$ cat src/rtl/zx_pkg.sv
// Shared constants and types for the boot-time SPI flash loader.
package zx_pkg;

  localparam logic [7:0]  FLASH_CMD_READ  = 8'h03;
  localparam logic [23:0] DEF_FLASH_ADDR  = 24'h000000;
  localparam int unsigned DEF_LENGTH      = 32768;   // two 16K ROMs

  typedef enum logic [1:0] {
    ST_WAIT,
    ST_CMD,
    ST_DATA,
    ST_DONE
  } ldr_state_t;

  // Byte idx of the 4-byte READ command: opcode then 24-bit address, MSB first.
  function automatic logic [7:0] cmd_byte(input logic [1:0] idx, input logic [23:0] addr);
    case (idx)
      2'd0:    cmd_byte = FLASH_CMD_READ;
      2'd1:    cmd_byte = addr[23:16];
      2'd2:    cmd_byte = addr[15:8];
      default: cmd_byte = addr[7:0];
    endcase
  endfunction

endpackage

$ cat src/rtl/spi_shift8.sv
// 8-bit SPI mode-0 shifter. One half-period per cen; a start on the cen that
// completes a byte chains the next byte with no idle gap.
module spi_shift8 (
  input  logic       clock,
  input  logic       reset,
  input  logic       cen,
  input  logic       start,
  input  logic [7:0] load,
  output logic       done,
  output logic [7:0] rxd,
  output logic       sck,
  output logic       txd,
  input  logic       miso
);

  logic       active;
  logic [3:0] half;
  logic [6:0] txsr;
  logic [6:0] rxsr;

  // done flags the final high half: the next cen samples bit 0 and ends the byte.
  always_comb begin
    done = active && (half == 4'd15);
    rxd  = {rxsr, miso};
  end

  // Half-period sequencing: rise on even->odd, sample/shift on odd->even.
  always_ff @(posedge clock or negedge reset) begin
    if (!reset) begin
      active <= 1'b0;
      half   <= '0;
      txsr   <= '1;
      rxsr   <= '0;
      sck    <= 1'b0;
      txd    <= 1'b1;
    end else if (cen) begin
      if (active) begin
        half <= half + 4'd1;
        if (!half[0]) begin
          sck <= 1'b1;
        end else begin
          sck  <= 1'b0;
          rxsr <= {rxsr[5:0], miso};
          txd  <= txsr[6];
          txsr <= {txsr[5:0], 1'b1};
        end
        if (half == 4'd15) active <= 1'b0;
      end
      if (start) begin
        active <= 1'b1;
        half   <= '0;
        sck    <= 1'b0;
        txd    <= load[7];
        txsr   <= load[6:0];
      end
    end
  end

endmodule

$ cat src/rtl/spi_rom_loader.sv
// Boot loader: READ command to SPI flash, stream LENGTH bytes into SRAM from
// address 0, hold the CPU off via busy until the last write completes.
module spi_rom_loader
  import zx_pkg::*;
#(
  parameter logic [23:0] FLASH_ADDR = DEF_FLASH_ADDR,
  parameter int unsigned LENGTH     = DEF_LENGTH,
  parameter int unsigned AW         = 18
) (
  input  logic          clock,
  input  logic          reset,
  input  logic          cen,
  output logic          busy,
  output logic [AW-1:0] memA,
  output logic [7:0]    memD,
  output logic          memWr,
  output logic          spiCs,
  output logic          spiCk,
  output logic          spiDi,
  input  logic          spiDo
);

  localparam logic [AW:0] LEN_C = (AW+1)'(LENGTH);

  ldr_state_t  state, state_d;
  logic [2:0]  wcnt;
  logic [1:0]  cidx;
  logic [AW:0] bcnt;
  logic        sh_start;
  logic [7:0]  sh_load;
  logic        sh_done;
  logic [7:0]  sh_rxd;

  spi_shift8 u_shift (
    .clock (clock),
    .reset (reset),
    .cen   (cen),
    .start (sh_start),
    .load  (sh_load),
    .done  (sh_done),
    .rxd   (sh_rxd),
    .sck   (spiCk),
    .txd   (spiDi),
    .miso  (spiDo)
  );

  // State register.
  always_ff @(posedge clock or negedge reset) begin
    if (!reset)   state <= ST_WAIT;
    else if (cen) state <= state_d;
  end

  // Next state and shifter byte sequencing; data bytes transmit all-ones.
  always_comb begin
    state_d  = state;
    sh_start = 1'b0;
    sh_load  = 8'hFF;
    case (state)
      ST_WAIT: begin
        if (wcnt == 3'd7) begin
          sh_start = 1'b1;
          sh_load  = FLASH_CMD_READ;
          state_d  = ST_CMD;
        end
      end
      ST_CMD: begin
        if (sh_done) begin
          sh_start = 1'b1;
          if (cidx == 2'd3) state_d = ST_DATA;
          else              sh_load = cmd_byte(cidx + 2'd1, FLASH_ADDR);
        end
      end
      ST_DATA: begin
        if (sh_done && (bcnt != LEN_C - (AW+1)'(1))) sh_start = 1'b1;
        // Leave only once the final write pulse is being cleared.
        if (memWr && (bcnt == LEN_C)) state_d = ST_DONE;
      end
      default: ;
    endcase
  end

  // Counters, SRAM write port and chip select / busy.
  always_ff @(posedge clock or negedge reset) begin
    if (!reset) begin
      wcnt  <= '0;
      cidx  <= '0;
      bcnt  <= '0;
      memWr <= 1'b0;
      memA  <= '0;
      memD  <= '0;
      spiCs <= 1'b1;
      busy  <= 1'b1;
    end else if (cen) begin
      if (state == ST_WAIT) begin
        wcnt <= wcnt + 3'd1;
        if (sh_start) spiCs <= 1'b0;
      end
      if (state == ST_CMD && sh_done) cidx <= cidx + 2'd1;
      if (state == ST_DATA && sh_done) begin
        memWr <= 1'b1;
        memD  <= sh_rxd;
        bcnt  <= bcnt + (AW+1)'(1);
      end
      if (memWr) begin
        memWr <= 1'b0;
        memA  <= memA + AW'(1);
      end
      if (state == ST_DATA && state_d == ST_DONE) begin
        spiCs <= 1'b1;
        busy  <= 1'b0;
      end
    end
  end

endmodule

$ cat config.mk
export PLATFORM = sky130hd
export DESIGN_NAME = spi_rom_loader
export DESIGN_NICKNAME = d
export VERILOG_FILES = /design/src/rtl/zx_pkg.sv /design/src/rtl/spi_shift8.sv /design/src/rtl/spi_rom_loader.sv
export SDC_FILE = /design/constraint.sdc
export NUM_CORES = 1
export LEC_CHECK = 0
export BUFFER_PORTS_ARGS = -buffer_cell sky130_fd_sc_hd__buf_2
export CORE_ASPECT_RATIO = 0.75
export CORE_MARGIN = 5
export CORE_UTILIZATION = 38
export DETAILED_ROUTE_END_ITERATION = 8
export PLACE_DENSITY = 0.58
export REMOVE_ABC_BUFFERS = 1
export SYNTH_ARGS = -nofsm -noshare
export SYNTH_HDL_FRONTEND = slang
export SYNTH_HIERARCHICAL = 1
export SYNTH_SLANG_ARGS = --single-unit
$ cat constraint.sdc
create_clock -name clock -period 4.1 [get_ports clock]
set_clock_uncertainty 0.1 [all_clocks]
set_input_delay 0.615 -clock clock [delete_from_list [all_inputs] [get_ports clock]]
set_output_delay 0.615 -clock clock [all_outputs]
set_load 0.05 [all_outputs]
==> summary.txt, run 1 <==
Cells and area
  • Final Net Count: 360
  • Ant diodes: 0
  • Fillers: 817
  • Fraction of layout cells with a size suffix above 1: between 20% and 30%
  • Most frequent cells in the layout: dfrtp_1, nand2_1, buf_2
  • Layout area overhead: 15.0%
  • Final non-filler cell total: ~470
  • Commonest non-fill, non-tap cell in the layout: dfrtp_1
  • Final Core Density: between 40% and 50%

Pwr
  • Pwr Density: around 500 nW/um^2
  • Leakage power total: roughly 2.0 nW
  • Max IR drop VDD: 0.312 mV

Logic synthesis
  • Share of the synthesized area in the top cell type: a little under half
  • Main area contributors after synthesis: dfrtp_1, dfstp_2, nand2_1, xnor2_1, mux2_2
  • Synth Register Bits: between 70 and 80
  • Yosys cell types: 42
  • Seq/Total Area, Yosys: 54.0%
  • Warnings from Yosys: 6
  • Cells after Synth: 314
  • Synth Cell Area: 3500 um^2
  • Synth area leader: dfrtp_1
  • Post-Synthesis Mean Instance Area: 11.1 um^2

Global route
  • First-pass GRT wire length: 11.1 mm
  • Overflow after GRT: 0
  • Pin count of the biggest net entering global routing: 76
  • Vias in the first global route: around 2,300
  • Tot GR Track Use: 12.3%
  • Initial antenna violation count: 0

Job
  • Maxcap violations: 0

Die
  • Number of core rows: 30
  • Ports: 35
  • Core ar.: about 9000 um^2
  • Die width: 121 um
  • Starting Density: a little under 40%
  • Vert. Die Dim: 93.1 um
  • Die area: 11,300 um^2

Route
  • Routed wire length: 6.15 mm
  • Drt drc: 0
  • DR iter-0 viols: 137
  • Pre-antenna DRT Iters: 4
  • DR vias/cell: between 4 and 5
  • Routed WL per cell: 13.2 um
  • Via count: around 2,300
  • Routed Antenna Nets: 0

Worst hold path
  • Tightest Hold Check Type: flop to flop
  • Critical hold path startpoint: u_shift/rxsr[6]
  • Cells on Worst Hold Path: 2
  • Hold EP: memD[7]

STA
  • Worst Tran Pin Value: a little over 0.9 ns
  • Setup Viol. Count Final: 0
  • Final Hold Vio Count: 0
  • Final Critical Period: 2.76 ns
  • RSZ-0062 raised after global routing: false
  • Max_slew headroom: 37.6%
  • Setup TNS: 0 ns
  • Slew Limit Fails: 0
  • Achievable Freq: roughly 360 MHz
  • Final period util: 67.4%

Setup path
  • Critical Path Sink Type: flop
  • Worst endpoint data arrival time: ~3 ns
  • Critical R2R Launch: bcnt[0]
  • Worst r2r path cells: 8
  • Critical path class: flop to flop
  • CP Max Fanout: 13
  • Startpoint Class: flop
  • FF-to-FF setup slack: 1.34 ns
  • Reg-to-Reg End: u_shift/txd
  • CP required: roughly 4.3 ns

Place
  • Placed cells: between 400 and 500
  • Post-DP HPWL: 4.28 mm
  • GP Congestion: 0.741
  • Port bufs: 34

Clock network
  • TritonCTS clock tree: yes
  • Clk pin slew, worst setup/hold paths: around 0.06 ns
  • Cts bufs inserted: 9
  • H-tree Lvls: 3
  • Clock buffer depth: 2
  • Resized Gates After CTS: 0
  • Worst-Skew Late Latency: 0.33 ns
  • Root Driver: clkbuf_16
  • CTS sink count: 75
  • Setup Fix Bufs, Post-CTS: 0
  • Number of hold buffers added after cts: 0

Run status
  • Status: finished, final reports clean
-- power by group --
group | internal (mW) | switching (mW)
sequential | 0.869 | 0.0871
clock | 0.471 | 0.288
combinational | 0.160 | 0.187
-- synthesized netlist by cell type (all sizes together) --
cell type,instances
inv,9
clkbuf,2
o21ai,6
a21o,1
a21oi,9
o22ai,3
nor4,6
ha,7
nand2b,2
nand4,10
mux2i,6
mux2,15
dfrtp,65
dfstp,10
and3,6
nor3,5
xnor2,23
and2,2
or2,1
a41o,2
o21a,2
or3,2
nor2b,1
nor2,14
and4b,2
a21boi,1
nand3,14
xor2,14
nand4b,1
nand2,54
nor4b,1
and4,4
buf,9
a31oi,5
-- through the flow --
step / area [um^2] / hold WS [ns] / worst slack, ns / power, mW
detailed placement: 3740 / 0.360 / 1.37 / 1.32
finish: 4030 / 0.363 / 1.34 / 2.06
CTS: 4030 / 0.369 / 1.36 / 2.09
floorplan: 3420 / 0.219 / 1.44 / 1.23
global route: 4030 / 0.396 / 1.12 / 2.19
global placement: 3740 / 0.356 / 1.46 / 1.31
-- cell families after synthesis --
family	share of synthesized area (%)
buffers and inverters	3.29
DFF	54.0
AOI/OAI and AO/OA	5.04
adders and majority gates	2.50
muxes	6.54
xor gates and xnor gates	9.26
and+or+nand+nor	19.4
-- per-layer routing --
| metal | wire length, um | GRT usage (%) |
|---|---|---|
| met3 | 356 | 4.96 |
| met4 | 85 | 3.96 |
| met2 | 2500 | 17.0 |
| met1 | 3200 | 17.6 |
| met5 | 0 | 0 |
-- registers in the layout, summed over array words and instances, names as in the netlist, 2 cells and up --
register and cells:
state 2, wcnt 3, bcnt 19, u_shift/half 4, u_shift/rxsr 7, memA 18, cidx 2, u_shift/txsr 7
memD 8
-- cell type report --
cell class	instances	area, um^2	share of cell area [%]
clock buffers	12	236	5.88
clock inverters	4	51.3	1.27
inverters	9	33.8	0.839
multi-input cells	219	1500	37.2
flip-flops and latches	75	1890	46.9
well taps	112	140	3.48
repair buffers	35	178	4.41
-- worst max-delay path, stage by stage (launching register included) --
cell and delay (ns):
dfrtp_1 0.36, ha_1 0.20, nand4_1 0.16, nor4_2 0.44, nand3_1 0.13, a41o_1 0.45, a21o_2 0.34, nand2_1 0.14
mux2_2 0.35
-- worst max-delay path by stage --
stage	to	start	depth (start not counted)
final	u_shift/txd	bcnt[0]	8
after global routing	bcnt[17]	u_shift/half[0]	7
after CTS	u_shift/txsr[1]	bcnt[0]	8
after detailed placement	bcnt[13]	cen	5
after global placement	u_shift/txd	bcnt[0]	8
after floorplan	u_shift/txd	u_shift/half[0]	8
Note: power is estimated with default switching activity, not from simulation.
==> run 2, diff against run 1 <==
PLACE_DENSITY = 0.6   (was 0.58)
clock period = 2.4 ns   (was 4.1 ns; I/O delays follow)
==> summary.txt, run 2 (same netlist as run 1, synthesis figures left out) <==
Clock network
  • H-tree Lvls: 3 (unchanged)
  • Clk pin slew, worst setup/hold paths: 0.05 ns (about the same)
  • Setup Fix Bufs, Post-CTS: 0 (unchanged)
  • Clock buffer depth: 2 (unchanged)
  • CTS sink count: 75 (unchanged)
  • Cts bufs inserted: 9 (unchanged)
  • Worst-Skew Late Latency: 0.33 ns (about the same)
  • Root Driver: clkbuf_16
  • TritonCTS clock tree: yes

Setup path
  • Critical Path Sink Type: flop
  • Startpoint Class: flop
  • Critical path class: flop to flop
  • FF-to-FF setup slack: 0.19 ns (-1.15 ns)
  • Worst r2r path cells: 7 (-1)
  • Worst endpoint data arrival time: 2.36 ns (-0.56 ns)
  • CP required: 2.55 ns (-1.70 ns)
  • Critical R2R Launch: bcnt[6]
  • Reg-to-Reg End: u_shift/txd
  • CP Max Fanout: 5 (-8)

STA
  • Achievable Freq: 453 MHz (+25%)
  • Max_slew headroom: 66.1% (+28 points)
  • Final period util: 92.0% (+25 points)
  • RSZ-0062 raised after global routing: false
  • Final Hold Vio Count: 0 (unchanged)
  • Worst Tran Pin Value: 0.504 ns (-0.431 ns)
  • Setup Viol. Count Final: 0 (unchanged)
  • Slew Limit Fails: 0 (unchanged)
  • Hold_ws: 0.146 ns (-0.217 ns)
  • Final Critical Period: 2.21 ns (-0.554 ns)

Place
  • GP Congestion: 0.809 (+9.2%)
  • Placed cell area: 3830 um^2 (+2.6%)
  • Post-DP HPWL: 4.75 mm (+11%)
  • Port bufs: 34 (unchanged)
  • Placed cells: 461 (+2.4%)

Worst hold path
  • Tightest Hold Check Type: input pin to flop
  • Hold EP: memD[0]
  • Critical hold path startpoint: spiDo
  • Cells on Worst Hold Path: 3 (+1)

Die
  • Core ar.: 9010 um^2 (unchanged)
  • Die area: 11,300 um^2 (unchanged)
  • Starting Density: 38.9% (unchanged)
  • Number of core rows: 30 (unchanged)
  • Ports: 35 (unchanged)
  • Vert. Die Dim: 93.1 um (unchanged)
  • Die width: 121 um (unchanged)

Route
  • Pre-antenna DRT Iters: 4 (unchanged)
  • Routed wire length: 6.64 mm (+8.1%)
  • Routed WL per cell: 13.9 um (+5.3%)
  • Via count: 2,398 (+3.6%)
  • DR vias/cell: 5.02 (+0.98%)
  • DR iter-0 viols: 80 (-42%)
  • Routed Antenna Nets: 0 (unchanged)
  • Drt drc: 0 (unchanged)

Global route
  • Pin count of the biggest net entering global routing: 42 (-45%)
  • Met2 usage: 18.9% (+1.9 points)
  • GRT busiest layer: met2
  • Overflow after GRT: 0 (unchanged)
  • Vias in the first global route: 2,412 (+5.4%)
  • Tot GR Track Use: 13.0% (+0.70 points)
  • First-pass GRT wire length: 11.8 mm (+6.0%)
  • Initial antenna violation count: 0 (unchanged)
  • Met3 GRT Util: 3.81% (-1.1 points)
  • Met1 Use GR: 18.7% (+1.1 points)

Run status
  • Status: finished, final reports clean

Cells and area
  • Most frequent cells in the layout: dfrtp_1, nand2_1, buf_2
  • Fillers: 868 (+6.2%)
  • Layout area overhead: 17.5%
  • Largest register FFs: 19 (unchanged)
  • Ant diodes: 0 (unchanged)
  • Fraction of layout cells with a size suffix above 1: 26.0% (+2.5 points)
  • Commonest non-fill, non-tap cell in the layout: dfrtp_1
  • Top flop regs: bcnt: 19 flops, memA: 18 flops, memD: 8 flops
  • Design area: 4110 um^2 (+2.2%)
  • Biggest register: bcnt
  • Final Core Density: 45.7% (+0.99 points)
  • Final non-filler cell total: 478 (+2.6%)
  • Final Net Count: 372 (+3.3%)

Pwr
  • Pwr Density: 856 nW/um^2 (+67%)
  • Max IR drop VDD: 0.496 mV (+59%)
  • Leakage power total: 2.03 nW (+3.0%)
  • Total power: 3.52 mW (+71%)

Job
  • Maxcap violations: 0 (unchanged)
## run 2: final cells by class
cell class	instances	area, um^2	area share (%)
clock inverters	3	17.5	0.426
clock buffers	13	250	6.08
repair buffers	47	285	6.93
well taps	112	140	3.41
inverters	9	33.8	0.821
multi-input cells	219	1500	36.4
flip-flops and latches	75	1890	45.9
## run 2: how the worst max path moves through the flow
stage | startpoint | end | cells after the start | slack (ns)
CTS | bcnt[0] | u_shift/txd | 8 | 0.12
global placement | bcnt[0] | u_shift/txsr[1] | 8 | 0.18
global route | bcnt[0] | u_shift/txd | 8 | 0.01
finish | bcnt[6] | u_shift/txd | 7 | 0.19
detailed placement | bcnt[0] | u_shift/txd | 8 | 0.12
floorplan | u_shift/half[0] | u_shift/txd | 8 | -0.26
## run 2: critical path, cell delays in order (launching register included)
cell and delay [ns]:
dfrtp_1 0.43, nand3_1 0.17, nor4_2 0.33, nand3_1 0.11
a41o_1 0.31, a21o_2 0.21, nand2_1 0.13, mux2_2 0.35
## run 2: routing by layer
metal	routed length, um	vias up	share of wire, %
met5	0	-	0
met1	3460	1165	52
met4	87	0	1.3
met3	281	8	4.2
met2	2820	41	42
li1	-	1184	-
## run 2: per-stage QoR
step                TNS (ns)  setup slack, ns
floorplan              -2.22           -0.258
global placement           0            0.177
detailed placement         0            0.124
CTS                        0            0.116
global route               0           0.0142
finish                     0            0.193
## run 2: repair_timing
action,CTS,global route
gates resized for setup,0,1
hold buffers,1,0
hold endpoints to repair,32,0
setup endpoints to repair,0,5
## run 2: report_power, final
part	total (mW)	switching [mW]	leakage [nW]	internal, mW
Clock	1.22	0.492	0.130	0.725
Sequential	1.61	0.130	0.963	1.48
Combinational	0.691	0.367	0.932	0.324
==> run 3, diff against run 2 <==
PLACE_DENSITY = not set   (was 0.6)
PLACE_DENSITY_LB_ADDON = 0.08   (was not set)
SYNTH_HIERARCHICAL = not set   (was 1)
==> summary.txt, run 3 <==
STA
  • Achievable Freq: 440 MHz (-2.8%)
  • Worst Tran Pin Value: 0.542 ns (+0.0374 ns)
  • Max_slew headroom: 63.9% (-2.2 points)
  • Final Hold Vio Count: 0 (unchanged)
  • Worst setup margin: 0.129 ns (-0.0640 ns)
  • Slew Limit Fails: 0 (unchanged)
  • Setup Viol. Count Final: 0 (unchanged)
  • Final Critical Period: 2.27 ns (+0.0640 ns)
  • Final period util: 94.6% (+2.7 points)
  • RSZ-0062 raised after global routing: false

Cells and area
  • Final Core Density: 46.1% (+0.40 points)
  • Most frequent cells in the layout: dfrtp_1, nand2_1, buf_2
  • Top flop regs: bcnt: 19 flops, memA: 18 flops, memD: 8 flops
  • Commonest non-fill, non-tap cell in the layout: dfrtp_1
  • Largest register FFs: 19 (unchanged)
  • Ant diodes: 0 (unchanged)
  • Final Net Count: 368 (-1.1%)
  • Fraction of layout cells with a size suffix above 1: 27.7% (+1.7 points)
  • Biggest register: bcnt
  • Layout area overhead: 19.8%

Setup path
  • Startpoint Class: flop
  • Slowest stage delay, CP: 0.41 ns (-0.02 ns)
  • Critical path class: flop to flop
  • Worst endpoint data arrival time: 2.43 ns (+0.07 ns)
  • Critical Path Sink Type: flop
  • CP Max Fanout: 8 (+3)
  • CP max stage cell: a311o_2
  • Worst path cell trace: ha_1, nand4_1, a311o_2, a211oi_4, nor4_4, buf_4, mux2_2
  • CP required: 2.56 ns (about the same)

Logic synthesis
  • Async set-reset flop share out of synthesis: 100% (unchanged)
  • Synth area leader: dfrtp_1
  • Post-Synthesis Mean Instance Area: 11.3 um^2 (+1.1%)
  • EDFF count, synth: 0 (unchanged)
  • Synth top cells by count: dfrtp_1, nand2_1, xnor2_1
  • Yosys cell types: 43 (+2.4%)
  • Synth Cell Area: 3450 um^2 (-1.5%)
  • Warnings from Yosys: 0 (-6)
  • Share of the synthesized area in the top cell type: 47.2% (+0.69 points)
  • Synth Register Bits: 75 (unchanged)
  • Primary FF master, synth: dfrtp_1
  • Seq/Total Area, Yosys: 54.8% (+0.80 points)
  • Cells after Synth: 306 (-2.5%)
  • Most frequent cell after synthesis: dfrtp_1
  • Main area contributors after synthesis: dfrtp_1, dfstp_2, xnor2_1, mux2_2, nand2_1

Clock network
  • TritonCTS clock tree: yes
  • Clk pin slew, worst setup/hold paths: 0.06 ns (about the same)
  • Root Driver: clkbuf_16
  • H-tree Lvls: 3 (unchanged)
  • Clock buffer depth: 2 (unchanged)
  • CTS sink count: 75 (unchanged)
  • Worst-Skew Late Latency: 0.33 ns (about the same)
  • Resized Gates After CTS: 0 (unchanged)
  • Cts bufs inserted: 9 (unchanged)

Pwr
  • Max IR drop VDD: 0.618 mV (+25%)
  • Pwr Density: 901 nW/um^2 (+5.2%)
  • Leakage power total: 2.02 nW (-0.20%)
  • Total power: 3.72 mW (+5.7%)

Route
  • Pre-antenna DRT Iters: 4 (unchanged)
  • Via count: 2,320 (-3.3%)
  • Drt drc: 0 (unchanged)
  • Routed WL per cell: 14.2 um (+2.3%)
  • Routed Antenna Nets: 0 (unchanged)
  • Routed wire length: 6.73 mm (+1.2%)
  • DR vias/cell: 4.90 (-2.2%)
  • DR iter-0 viols: 117 (+46%)

Global route
  • Pin count of the biggest net entering global routing: 42 (unchanged)
  • Tot GR Track Use: 13.4% (+0.34 points)
  • Overflow after GRT: 0 (unchanged)
  • First-pass GRT wire length: 11.4 mm (-2.9%)
  • Initial antenna violation count: 0 (unchanged)
  • Vias in the first global route: 2,190 (-9.2%)

Place
  • Pre-CTS setup slack: 0.0680 ns (-0.0557 ns)
  • Post-DP HPWL: 4.71 mm (-0.84%)
  • Port bufs: 34 (unchanged)
  • GP Congestion: 0.795 (-1.8%)

Job
  • Maxcap violations: 0 (unchanged)

Run status
  • Status: finished, final reports clean

Die
  • Number of core rows: 30 (unchanged)
  • Core ar.: 8970 um^2 (-0.42%)
  • Die width: 120 um (-0.67%)
  • Vert. Die Dim: 92.5 um (-0.66%)
  • Die area: 11,100 um^2 (-1.3%)
  • Ports: 35 (unchanged)
  • Starting Density: 38.5% (-0.41 points)

Worst hold path
  • Tightest Hold Check Type: input pin to flop
[run 3: cell type report]
class / instances / area, um^2
inverters: 6 / 22.5
flip-flops and latches: 75 / 1890
multi-input cells: 218 / 1510
clock buffers: 11 / 243
fillers: 847 / 4840
clock inverters: 5 / 52.6
well taps: 112 / 140
repair buffers: 46 / 278
[run 3: logic make-up after synthesis]
family	synth area share, %
mux	6.49
flops	54.8
buf+inv	1.52
compound gates	4.82
xor+xnor	9.90
fa+ha+maj	2.90
simple gates	19.6
[run 3: per-stage QoR]
step	setup TNS (ns)	hold WS (ns)	cell area, um^2	std cells
global placement	0	0.289	3810	454
detailed placement	0	0.292	3810	454
finish	0	0.132	4130	473
CTS	0	0.120	4120	471
global route	0	0.140	4130	473
floorplan	-0.0160	-0.0356	3420	299
[run 3: repair_timing]
item                                    4_1_cts  5_1_grt
buffers inserted                              0        2
endpoints found under the setup margin        0        8
hold buffers                                  1        0
hold endpoints to repair                     31        0
[run 3: power breakdown]
| group | switching (mW) | internal [mW] |
|---|---|---|
| Combinational | 0.440 | 0.293 |
| Sequential | 0.158 | 1.51 |
| Clock | 0.499 | 0.827 |
[run 3: critical path: cells and delay by family, from the launching register on]
family,cells,cell delay (ns)
muxes,1,0.28
buffers and inverters,1,0.19
and+or+nand+nor,2,0.23
adders and majority gates,1,0.26
AOI/OAI and AO/OA,2,0.72
DFF,1,0.40
[run 3: path summary, 6_finish.rpt]
check,from,cells after the start,endpoint,slack (ns)
worst max-delay path,u_shift.half[0],7,u_shift.txsr[6],0.13
max in group asynchronous,reset,3,spiCs,1.11
worst max register to register,u_shift.half[0],7,u_shift.txsr[6],0.13
worst min-delay path,spiDo,3,memD[0],0.13
min in group asynchronous,reset,2,bcnt[18],0.45
worst min register to register,memA[17],1,memA[17],0.36
[run 3: metal layers]
| layer | share of wire [%] | GRT usage, % | vias to the layer above |
|---|---|---|---|
| li1 | - | - | 1158 |
| met1 | 53 | 18.9 | 1119 |
| met2 | 41 | 18.0 | 34 |
| met3 | 4.7 | 5.31 | 9 |
| met4 | 1.8 | 5.72 | 0 |
| met5 | 0 | 0 | - |
